## src/rtl/temp_alarm_pkg.sv

```systemverilog
// Shared constants, types and the window-sum helper for the temperature alarm.
package temp_alarm_pkg;

    localparam int WINDOW_DEPTH      = 4;
    localparam int ALARM_THRESHOLD_C = 51;
    localparam int KELVIN_OFFSET     = 273;
    localparam int SAMPLE_W          = 7;
    localparam int SUM_W             = 9;

    typedef logic [SAMPLE_W-1:0]          sample_t;
    typedef sample_t [WINDOW_DEPTH-1:0]   window_t;

    // Four 7-bit samples peak at 508, so 9 bits never overflow.
    function automatic logic [SUM_W-1:0] win_sum(input window_t w);
        logic [SUM_W-1:0] s;
        s = '0;
        for (int i = 0; i < WINDOW_DEPTH; i++) begin
            s = s + SUM_W'(w[i]);
        end
        return s;
    endfunction

endpackage

```

## src/rtl/sample_window4.sv

```systemverilog
// Four-deep sample shift register (entry 0 newest) with async clear; exposes entries and their sum.
// One sample per clock, always accepted; no backpressure.
module sample_window4
    import temp_alarm_pkg::*;
(
    input  logic                saat,
    input  logic                reset,
    input  logic [SAMPLE_W-1:0] i_sample,
    output window_t             o_win,
    output logic [SUM_W-1:0]    o_sum
);

    window_t r_win;

    always_ff @(posedge saat or posedge reset) begin
        if (reset) begin
            r_win <= '0;
        end else begin
            r_win <= {r_win[WINDOW_DEPTH-2:0], i_sample};
        end
    end

    assign o_win = r_win;
    assign o_sum = win_sum(r_win);

endmodule

```

## src/rtl/temp_alarm.sv

```systemverilog
// Moving-average temperature monitor with alarm; outputs are combinational on the window,
// so a sample is reflected right after the edge that captures it. No handshake.
module temp_alarm
    import temp_alarm_pkg::*;
#(
    parameter int C = 0
)
(
    input  logic                saat,
    input  logic                reset,
    input  logic [SAMPLE_W-1:0] sicaklik,
    output logic [2*C+6:0]      ortalama_sicaklik,
    output logic                alarm_cal
);

    localparam int OUT_W = 2*C + 7;

    window_t             w_win;
    logic [SUM_W-1:0]    w_sum;
    logic [SAMPLE_W-1:0] w_avg_c;

    sample_window4 u_window (
        .saat     (saat),
        .reset    (reset),
        .i_sample (sicaklik),
        .o_win    (w_win),
        .o_sum    (w_sum)
    );

    // Floor divide by the window depth; top SAMPLE_W bits of the sum.
    assign w_avg_c = w_sum[SUM_W-1:2];

    generate
        if (C == 1) begin : g_kelvin
            assign ortalama_sicaklik = OUT_W'(w_avg_c) + OUT_W'(KELVIN_OFFSET);
        end else begin : g_celsius
            assign ortalama_sicaklik = OUT_W'(w_avg_c);
        end
    endgenerate

    // Threshold is always judged in Celsius, whatever the reported scale.
    assign alarm_cal = (w_avg_c >= SAMPLE_W'(ALARM_THRESHOLD_C));

endmodule

```

## config.mk

```make
export PLATFORM = sky130hd
export DESIGN_NAME = temp_alarm
export DESIGN_NICKNAME = d
export VERILOG_FILES = /design/src/rtl/temp_alarm_pkg.sv /design/src/rtl/sample_window4.sv /design/src/rtl/temp_alarm.sv
export SDC_FILE = /design/constraint.sdc
export NUM_CORES = 1
export LEC_CHECK = 0
export ABC_AREA = 1
export CAP_MARGIN = 20
export CORE_MARGIN = 4
export CORE_UTILIZATION = 35
export DETAILED_ROUTE_END_ITERATION = 8
export PLACE_DENSITY = 0.51
export SLEW_MARGIN = 20
export SYNTH_ARGS = -nofsm -noshare
export SYNTH_HDL_FRONTEND = slang
export SYNTH_SLANG_ARGS = --single-unit
export TNS_END_PERCENT = 10
```

## constraint.sdc

```tcl
create_clock -name saat -period 6.6 [get_ports saat]
set_input_delay 0.99 -clock saat [delete_from_list [all_inputs] [get_ports saat]]
set_output_delay 0.99 -clock saat [all_outputs]
set_load 0.01 [all_outputs]
```

# [Yosys cells after proc, flatten, opt, wreduce, memory -nomap -nowiden]
# Cells that the tools add are included.
[op_classes] reduce_logical=0 n_eq_ne=0 n_mux=0 bitwise=0 n_addsub=3 n_mul=0 div_mod_pow=0 shifts=0 magnitude_cmp=1
[op_table] operator="$add A9 B7 Y9" count=2
[op_table] operator="$add A7 B7 Y8" count=1
[op_table] operator="$ge A7 B6 Y1 const B" count=1
[totals] word_cells=8 regBits=28 memories=0 latch_bits=0 mem_bits_rw=0 mem_bits_ro=0

# [Logic depth before layout (Yosys ltp)]
# Gate-level depths: netlist (run 1).
[logic_depth] ltp_word=4 ltp_mapped=20 ltp_nobuf=20

# [Cells and area by module]
# From an unflattened synthesis (run 1), not the netlist that was laid out.
[unflattened] hier_cells=137 area_unflattened_um2=1447.6
[by_module_without_submodules] module="sample_window4" seq_area_each_um2=700.7 area_each_um2=1417.6 cells_per_inst=129 instances=1
[by_module_without_submodules] module="temp_alarm" seq_area_each_um2=0.0 area_each_um2=30.0 cells_per_inst=8 instances=1

# [Least setup slack after synthesis (run 1)]
# OpenSTA, ideal clock, no wires.
[synth_path] path_kind="reg-to-output" startpoint="register u_window.r_win (netlist bit u_window.o_win[0])" endpoint="output port alarm_cal" arrival_time_ns=2.754 required_time_ns=5.610 path_stages_with_launch=18 path_slack_ns=2.856 cell_sequence="dfrtp_1 -> ha_1 -> fa_1 -> nand4_1 -> nand3_1 -> xnor2_1 -> fa_1 -> inv_1 -> ha_1 -> nand2_1 -> inv_1 -> nand2_1 -> nand3_1 -> nand2_1 -> nand2_2 -> nor2_2 -> nand2_1 -> nand2_1"
[synth_between] elab_chain_cells=4
[synth_rtl] element="from (decl)" line_no="sample_window4.sv:13" text="window_t r_win;"
[synth_rtl] element="from (signal assigned)" line_no="sample_window4.sv:19" text="r_win <= {r_win[WINDOW_DEPTH-2:0], i_sample};"
[synth_rtl] element="$add A7 B7 Y8" line_no="temp_alarm_pkg.sv:18" text="s = s + SUM_W'(w[i]);"
[synth_rtl] element="$add A9 B7 Y9 (2 in series)" line_no="temp_alarm_pkg.sv:18"
[synth_rtl] element="$ge A7 B6 Y1" line_no="temp_alarm.sv:42" text="assign alarm_cal = (w_avg_c >= SAMPLE_W'(ALARM_THRESHOLD_C));"
[synth_rtl] element="to (decl)" line_no="temp_alarm.sv:13" text="output logic alarm_cal"
# Every way passes these cells.

# [Worst setup path after layout (run 1)]
[layout_path] startpoint="register u_window.r_win (netlist bit u_window.o_win[3])" endpoint="output port alarm_cal"
# The elaborated chain is that of the path after synthesis.

==> results.sh, run 1 <==
export IMPL_ys_seq_area_share_pct=43.8
export IMPL_grt_max_degree=29
export IMPL_cts_sink_count=28
export IMPL_async_flop_share_pct=100
export IMPL_synth_edf_count=0
export IMPL_cts_made_buffers=3
export IMPL_fp_dieH_um=75.6
export IMPL_setup_violations=0
export IMPL_fin_crit_sh_pct=72.3
export IMPL_synth_compound_area_share_pct=3.44
export IMPL_post_cts_resized=0
export IMPL_antenna_found_initial=0
export IMPL_post_dp_hpwl_um=2050
export IMPL_finalHoldWorstSlack_ps=377
export IMPL_synth_top_family_by_area="adder cells"
export IMPL_die_w_um=75.6
export IMPL_end_kind="output port"
export IMPL_largest_register_ffs=28
export IMPL_initial_core_util_pct=36.5
export IMPL_synthAdderAreaFrac_pct=21.0
export IMPL_cts_tree="built"
export IMPL_synth_seq_cells=28
export IMPL_r2r_worst_path_cells=0
export IMPL_gr_usage_met1_pct=12.6
export IMPL_cts_root_buffer="clkbuf_8"
export IMPL_placed_cells=241
export IMPL_hold_violations=0
export IMPL_final_area_mm2=0.00187
export IMPL_synthFlopType="dfrtp_1"
export IMPL_path_class="register to output port"
export IMPL_finalMaxSlewViolations=0
export IMPL_grt_use_met2_pct=18.0
export IMPL_syn_nets=204
export IMPL_clk_latency_ps=270
export IMPL_synth_top_area_cell="dfrtp_1"
export IMPL_synthCells=173
export IMPL_dpl_cell_area_mm2=0.00182
export IMPL_synth_top_area_share_pct=43.8
export IMPL_clk_pin_slew_ps=80
export IMPL_cp_start_kind="register"
export IMPL_hold_path_class="register to register"
export IMPL_layout_drive_gt1_share_pct=6.77
export IMPL_layout_commonest_cell="inv_1"
export IMPL_vias=1086
export IMPL_mostFrequentLayoutCells="45 x inv_1, 34 x nand2_1, 28 x dfrtp_1, 16 x clkdlybuf4s50_1, 14 x ha_1"
export IMPL_ant_nets=0
export IMPL_layout_nets=225
export IMPL_fmax_mhz=209
export IMPL_worst_pin_slew_ps=554
export IMPL_required_ps=5610
export IMPL_synth_area_mm2=0.00160
export IMPL_drc_errors=0
export IMPL_drv_cap=0
export IMPL_stdcell_count=244
export IMPL_max_slew_margin_pct=63.0
export IMPL_area_delta_synth_final_pct=16.7
export IMPL_ys_warnings_count=0
export IMPL_num_io_pins=17
export IMPL_arrival_ps=3780
export IMPL_whs_path_depth=0
export IMPL_rows=24
export IMPL_htree_levels=1
export IMPL_coreArea_mm2=0.00438
export IMPL_n_fill_cell=448
export IMPL_avgSynthCellArea_um2=9.24
export IMPL_grt_pass1_wl_um=4590
export IMPL_grt_pass1_vias=1137
export IMPL_synthXorXnorAreaFrac_pct=3.29
export IMPL_outcome="finished clean"
export IMPL_critPathMaxFanout=6
export IMPL_wl_per_cell_um=9.95
export IMPL_antennaDiodeCount=0
export IMPL_use_met3_pct=1.72
export IMPL_synthSimpleGateAreaFrac_pct=17.2
export IMPL_ir_drop_uv=110
export IMPL_cts_max_path_buffers=2
export IMPL_synth_cell_types=20
export IMPL_ctsHoldBuffers=0
export IMPL_busiest_layer="met2"
export IMPL_final_util_pct=42.6
export IMPL_grt_usage_pct=10.5
export IMPL_ys_top_cells_by_area="dfrtp_1 44%, ha_1 11%, inv_1 11%"
export IMPL_fin_setup_tns_ps=0
export IMPL_overflow=0
export IMPL_drt_iter0_markers=41
export IMPL_routed_wl_um=2430
export IMPL_layout_min_cycle_time_ps=4770
export IMPL_drt_pass1_iterations=4
export IMPL_viasPerCell=4.45
export IMPL_die_area_mm2=0.00571
export IMPL_cts_setup_buffers=0
export IMPL_finClkSkew_ps=4.27
export IMPL_globalplace_congestion=0.719
export IMPL_rsz0062_at_grt="false"
export IMPL_io_buffers=16
export IMPL_leakage_nw=1.00
export IMPL_synthMuxAreaShare_pct=0
export IMPL_power_density_mw_per_mm2=307
[critical path, cell delays in order (launching register included)]
cell	delay (ps)
dfrtp_1	390
ha_1	370
inv_1	90
o21ai_0	300
a31oi_1	110
xor2_1	170
fa_1	490
inv_1	40
ha_1	370
nand2_1	110
nand2_1	70
nand2_1	80
nand3_1	80
nand2_1	80
nand2_2	60
nor2_2	90
nand2_1	50
nand2_1	50
clkdlybuf4s50_1	530
[synth_stat cells, drive strengths merged (2+ instances only)]
| library cell | number |
|---|---|
| xor2 | 3 |
| ha | 14 |
| a31oi | 2 |
| nor2 | 4 |
| dfrtp | 28 |
| nand3 | 11 |
| nand3b | 2 |
| fa | 8 |
| xnor2 | 3 |
| nand4 | 3 |
| a21oi | 6 |
| inv | 47 |
| nand2 | 39 |
[path summary, 6_finish.rpt]
path / startpoint / slack [ps] / to
max: u_window.o_win[3] / 1830 / alarm_cal
min: u_window.o_win[20] / 380 / u_window.o_win[27]
max reg2reg: u_window.o_win[1] / 6050 / u_window.o_win[8]
min reg2reg: u_window.o_win[20] / 380 / u_window.o_win[27]
max in group asynchronous: reset / 5140 / u_window.o_win[26]
min in group asynchronous: reset / 1080 / u_window.o_win[1]
[metrics by stage]
stage	total power, mW	worst slack (ps)
6_report	0.573	1830
5_1_grt	0.634	1470
4_1_cts	0.583	1780
3_5_place_dp	0.494	2090
3_3_place_gp	0.489	2150
2_1_floorplan	0.387	2860
[cells by family (layout without fill, tap and decap cells)]
family,count (synthesis),count (layout)
AOI/OAI and AO/OA,10,10
xor gates and xnor gates,6,6
adders and majority gates,22,22
buffers and inverters,48,67
DFF,28,28
and+or+nand+nor,59,59
[power breakdown]
group	total [mW]	leakage, nW	internal [mW]	switching [mW]
clock network	0.0870	0.0216	0.0409	0.0461
logic	0.301	0.654	0.142	0.160
registers	0.185	0.326	0.180	0.00444
[layer usage]
layer | share of wire (%) | vias to the layer above
li1 | - | 560
met1 | 46 | 500
met2 | 48 | 19
met3 | 3.7 | 7
met4 | 3.0 | 0
met5 | 0 | -
[cell type report]
type	count	area (um2)	area share [%]
Multi-Input combinational cell	97	718	38.5
Sequential cell	28	701	37.6
Clock buffer	3	41.3	2.21
Inverter	48	180	9.66
Tap cell	52	65.1	3.49
Timing Repair Buffer	16	160	8.58
Power figures use the tool's default switching activity.
==> run 2, diff against run 1 <==
- clock period: 6.6 -> 4.8 ns (I/O delays scaled with it)
==> run 2 against run 1 <==
Effect of this change: flip-flop and latch count did not move; sequential power grew 37%; sequential share of layout area fell by 0.72 points; clock skew decreased by 3.4 ps; global-route usage about the same; final area rose by 1.9%.
==> results.sh, run 2 (synthesis gave the netlist of run 1 again) <==
export IMPL_outcome="finished clean"
export IMPL_ir_drop_uv=142
export IMPL_leakage_nw=1.01
export IMPL_final_util_pct=43.4
export IMPL_finClkSkew_ps=0.824
export IMPL_wl_met1_um=1120
export IMPL_wl_per_cell_um=9.94
export IMPL_antennaDiodeCount=0
export IMPL_globalplace_congestion=0.743
export IMPL_io_buffers=16
export IMPL_cpMostUsedCell="nand2_1"
export IMPL_cts_root_buffer="clkbuf_8"
export IMPL_reg2reg_from="u_window.o_win[8]"
export IMPL_cts_sink_count=28
export IMPL_p_seq_share_pct=31.3
export IMPL_p_clk_share_pct=17.6
export IMPL_cp_start_kind="register"
export IMPL_overflow=0
export IMPL_drt_iter0_markers=44
export IMPL_clk_latency_ps=280
export IMPL_die_w_um=75.6
export IMPL_arrival_ps=3700
export IMPL_htree_levels=1
export IMPL_power_switching_mw=0.295
export IMPL_die_area_mm2=0.00571
export IMPL_met3WireLength_um=103
export IMPL_max_slew_margin_pct=63.4
export IMPL_top_layer="met4"
export IMPL_rows=24
export IMPL_fmax_mhz=226
export IMPL_path_cells="ha_1 -> inv_1 -> o21ai_0 -> a31oi_1 -> xor2_1 -> fa_1 -> inv_1 -> ha_1 -> nand2_2 -> nor2_1 -> nand3_1 -> nand3_1 -> nand2_1 -> nor2_2 -> nand2_1 -> nand2_1 -> clkdlybuf4s50_1"
export IMPL_p_sw_share_pct=36.3
export IMPL_n_fill_cell=415
export IMPL_setup_violations=0
export IMPL_rsz0062_at_grt="false"
export IMPL_layout_min_cycle_time_ps=4420
export IMPL_drc_errors=0
export IMPL_antenna_found_initial=0
export IMPL_layout_commonest_cell="inv_1"
export IMPL_cts_tree="built"
export IMPL_drv_cap=0
export IMPL_num_io_pins=17
export IMPL_wl_met2_um=1160
export IMPL_grt_pass1_wl_um=4510
export IMPL_clk_pin_slew_ps=90
export IMPL_post_dp_hpwl_um=1940
export IMPL_crit_start="u_window.o_win[3]"
export IMPL_ant_nets=0
export IMPL_grt_usage_pct=10.5
export IMPL_end_kind="output port"
export IMPL_path_class="register to output port"
export IMPL_internal_power_mw=0.518
export IMPL_cts_max_path_buffers=2
export IMPL_layout_nets=226
export IMPL_cp_slowest_cell="clkdlybuf4s50_1"
export IMPL_worst_pin_slew_ps=549
export IMPL_area_delta_synth_final_pct=18.9
export IMPL_largest_register_ffs=28
export IMPL_r2r_worst_path_cells=0
export IMPL_cts_made_buffers=3
export IMPL_coreArea_mm2=0.00438
export IMPL_routed_wl_um=2450
export IMPL_fin_crit_sh_pct=92.2
export IMPL_grt_max_degree=29
export IMPL_hold_path_class="register to register"
export IMPL_viasPerCell=4.42
export IMPL_hold_violations=0
export IMPL_max_stage_delay_ps=520
export IMPL_power_density_mw_per_mm2=427
export IMPL_required_ps=4080
export IMPL_initial_core_util_pct=36.5
export IMPL_grt_pass1_vias=1153
export IMPL_min_delay_start="u_window.o_win[17]"
export IMPL_vias=1087
export IMPL_fp_dieH_um=75.6
export IMPL_layout_drive_gt1_share_pct=8.76
export IMPL_drt_pass1_iterations=4
export IMPL_mostFrequentLayoutCells="45 x inv_1, 34 x nand2_1, 28 x dfrtp_1, 16 x clkdlybuf4s50_1, 13 x ha_1"
export IMPL_combPwrFrac_pct=51.1
export IMPL_critPathMaxFanout=6
export IMPL_fin_setup_tns_ps=0
export IMPL_finalMaxSlewViolations=0
export IMPL_reg2reg_to="u_window.o_win[15]"
export IMPL_worst_r2r_setup_slack_ps=4250
export IMPL_endpoint="alarm_cal"
run 2: cell types whose count changed in the layout (fill, tap and decap cells not counted):
cell / before / now
clkbuf_8: 3 / 4
buf_4: 0 / 1
fa_1: 8 / 7
fa_2: 0 / 1
ha_4: 0 / 1
ha_1: 14 / 13
run 2: repair_timing:
item	4_1_cts	5_1_grt
hold buffers	0	0
setup buffers	0	1
resized for setup	0	2
setup endpoints to repair	0	1
run 2: area by class of cell:
type	count	area (um2)	share of cell area, %
clock buffers	4	55.1	2.89
inverters	48	180	9.47
flip-flops and latches	28	701	36.8
well taps	52	65.1	3.42
multi-input cells	97	733	38.6
repair buffers	17	168	8.82
run 2: worst min-delay path by stage:
stage,end,slack [ps],cells past startpoint
after floorplan,u_window.o_win[23],350,0
after global placement,u_window.o_win[23],360,0
after detailed placement,u_window.o_win[24],360,0
after CTS,u_window.o_win[24],380,0
after global routing,u_window.o_win[26],390,0
final,u_window.o_win[24],380,0
run 2: metal layers:
layer / vias up / track usage (%)
li1: 562 / -
met3: 5 / 1.72
met1: 501 / 12.6
met2: 19 / 17.4
met5: - / 0
met4: 0 / 6.99
run 2: per-stage QoR:
step / hold WS, ps / cells / worst slack [ps] / power [mW] / cell area [um2]
floorplan: 354 / 173 / 1330 / 0.532 / 1600
CTS: 382 / 245 / 256 / 0.822 / 1880
global placement: 359 / 241 / 625 / 0.672 / 1820
global route: 390 / 246 / 2.84 / 0.896 / 1900
detailed placement: 361 / 241 / 599 / 0.677 / 1820
finish: 379 / 246 / 375 / 0.813 / 1900
run 2: power by group through the flow:
stage | registers [mW] | clock network, mW | logic, mW
after detailed placement | 0.259 | 0 | 0.418
final | 0.254 | 0.143 | 0.415
after global routing | 0.256 | 0.158 | 0.482
after CTS | 0.254 | 0.148 | 0.420
after floorplan | 0.257 | 0 | 0.275
after global placement | 0.258 | 0 | 0.414
run 2: worst max-delay path: cells and delay by family (launching register included):
family | cells | cell delay, ps
DFF | 1 | 390
adders and majority gates | 3 | 1220
xor gates and xnor gates | 1 | 160
buffers and inverters | 3 | 650
AOI/OAI and AO/OA | 2 | 370
and+or+nand+nor | 8 | 640
==> run 3, diff against run 2 <==
- CORE_ASPECT_RATIO: not set -> 0.6
==> run 3 against run 2 <==
Effect of this change: via count down 0.37%; sequential power about the same; critical path depth down 1; critical path type unchanged; critical endpoint unchanged; largest cell class unchanged; highest routed layer unchanged.
==> results.sh, run 3 (synthesis gave the netlist of run 1 again) <==
export IMPL_overflow=0
export IMPL_final_util_pct=44.8
export IMPL_setup_ws_ps=291
export IMPL_cts_tree="built"
export IMPL_die_area_mm2=0.00575
export IMPL_worst_pin_slew_ps=552
export IMPL_clk_latency_ps=270
export IMPL_grt_max_degree=29
export IMPL_largest_register_ffs=28
export IMPL_critPathMaxFanout=6
export IMPL_routed_wl_um=2540
export IMPL_rows=18
export IMPL_outcome="finished clean"
export IMPL_drc_errors=0
export IMPL_globalplace_congestion=0.760
export IMPL_hold_violations=0
export IMPL_multi_input_area_um2=718
export IMPL_cts_root_buffer="clkbuf_8"
export IMPL_finalHoldWorstSlack_ps=381
export IMPL_wl_per_cell_um=10.0
export IMPL_fin_setup_tns_ps=0
export IMPL_num_io_pins=17
export IMPL_grt_pass1_vias=1054
export IMPL_cp_num_buf_inv=2
export IMPL_clk_pin_slew_ps=90
export IMPL_mostFrequentLayoutCells="45 x inv_1, 34 x nand2_1, 28 x dfrtp_1, 16 x clkdlybuf4s50_1, 14 x ha_1"
export IMPL_antenna_found_initial=0
export IMPL_setup_violations=0
export IMPL_path_cells="ha_1 -> fa_1 -> a31oi_1 -> xor2_1 -> fa_1 -> inv_1 -> ha_1 -> nand2_2 -> nor2_1 -> nand3_1 -> nand3_1 -> nand2_1 -> nor2_2 -> nand2_1 -> nand2_1 -> clkdlybuf4s50_1"
export IMPL_pre_cts_slack_ps=580
export IMPL_arrival_ps=3790
export IMPL_min_delay_start="u_window.o_win[19]"
export IMPL_power_density_mw_per_mm2=449
export IMPL_met3WireLength_um=133
export IMPL_max_slew_margin_pct=63.2
export IMPL_wl_met2_um=1050
export IMPL_cts_made_buffers=3
export IMPL_fin_crit_sh_pct=93.9
export IMPL_layout_min_cycle_time_ps=4510
export IMPL_layout_nets=225
export IMPL_reg2reg_from="u_window.o_win[8]"
export IMPL_antennaDiodeCount=0
export IMPL_wl_met1_um=1340
export IMPL_ir_drop_uv=160
export IMPL_viasPerCell=4.28
export IMPL_fp_dieH_um=60.4
export IMPL_grt_usage_pct=9.90
export IMPL_drt_iter0_markers=8
export IMPL_path_class="register to output port"
export IMPL_cp_start_kind="register"
export IMPL_required_ps=4080
export IMPL_fmax_mhz=222
export IMPL_power_mw=0.856
export IMPL_finalMaxSlewViolations=0
export IMPL_htree_levels=1
export IMPL_ant_nets=0
export IMPL_io_buffers=16
export IMPL_drt_pass1_iterations=4
export IMPL_ctsHoldBuffers=0
export IMPL_vias=1083
export IMPL_cpMostUsedCell="nand2_1"
export IMPL_drv_cap=0
export IMPL_crit_start="u_window.o_win[0]"
export IMPL_max_stage_delay_ps=530
export IMPL_hold_path_class="register to register"
export IMPL_cts_max_path_buffers=2
export IMPL_n_fill_cell=405
export IMPL_finClkSkew_ps=2.58
export IMPL_leakage_nw=1.02
export IMPL_layout_commonest_cell="inv_1"
export IMPL_post_dp_hpwl_um=2160
export IMPL_seq_area_um2=701
export IMPL_cts_setup_buffers=0
export IMPL_die_w_um=95.3
export IMPL_area_delta_synth_final_pct=19.2
export IMPL_cts_sink_count=28
export IMPL_grt_pass1_wl_um=4460
export IMPL_layout_drive_gt1_share_pct=7.25
export IMPL_coreArea_mm2=0.00426
export IMPL_rsz0062_at_grt="false"
export IMPL_initial_core_util_pct=37.6
export IMPL_cp_slowest_cell="clkdlybuf4s50_1"
export IMPL_path_delay_family="adder cells"
export IMPL_top_layer="met4"
export IMPL_post_cts_resized=0
export IMPL_end_kind="output port"
-- run 3: cell types whose count changed in the layout (fill, tap and decap cells not counted) --
cell / previous run / this run
buf_4: 1 / 0
clkbuf_8: 4 / 3
ha_4: 1 / 0
fa_2: 1 / 0
ha_1: 13 / 14
bufinv_16: 0 / 1
fa_1: 7 / 8
-- run 3: per-layer routing --
layer / up-vias / track usage (%)
met2: 17 / 15.8
li1: 567 / -
met5: - / 0
met3: 2 / 2.35
met4: 0 / 1.85
met1: 497 / 14.0
-- run 3: worst paths after layout --
check,end,slack (ps),cells past startpoint
worst max-delay path,alarm_cal,290,16
worst min-delay path,u_window.o_win[26],380,0
worst max register to register,u_window.o_win[15],4250,0
max in group asynchronous,u_window.o_win[25],3620,2
min in group asynchronous,u_window.o_win[17],810,2
worst min register to register,u_window.o_win[26],380,0
-- run 3: through the flow --
stage / instance area [um2] / instances
6_report: 1910 / 253
5_1_grt: 1910 / 253
4_1_cts: 1910 / 253
3_5_place_dp: 1830 / 249
3_3_place_gp: 1830 / 249
2_1_floorplan: 1600 / 173
-- run 3: cell type report --
| cell class | count | share of cell area (%) |
|---|---|---|
| clock inverter | 1 | 1.58 |
| timing repair buffer | 16 | 8.40 |
| multi-input combinational | 97 | 37.7 |
| clock buffer | 3 | 2.17 |
| sequential | 28 | 36.8 |
| tap | 60 | 3.94 |
| inverter | 48 | 9.46 |
-- run 3: power breakdown --
part | switching [mW] | total, mW | internal, mW
combinational | 0.227 | 0.423 | 0.195
sequential | 0.00630 | 0.254 | 0.248
clock | 0.0683 | 0.180 | 0.111
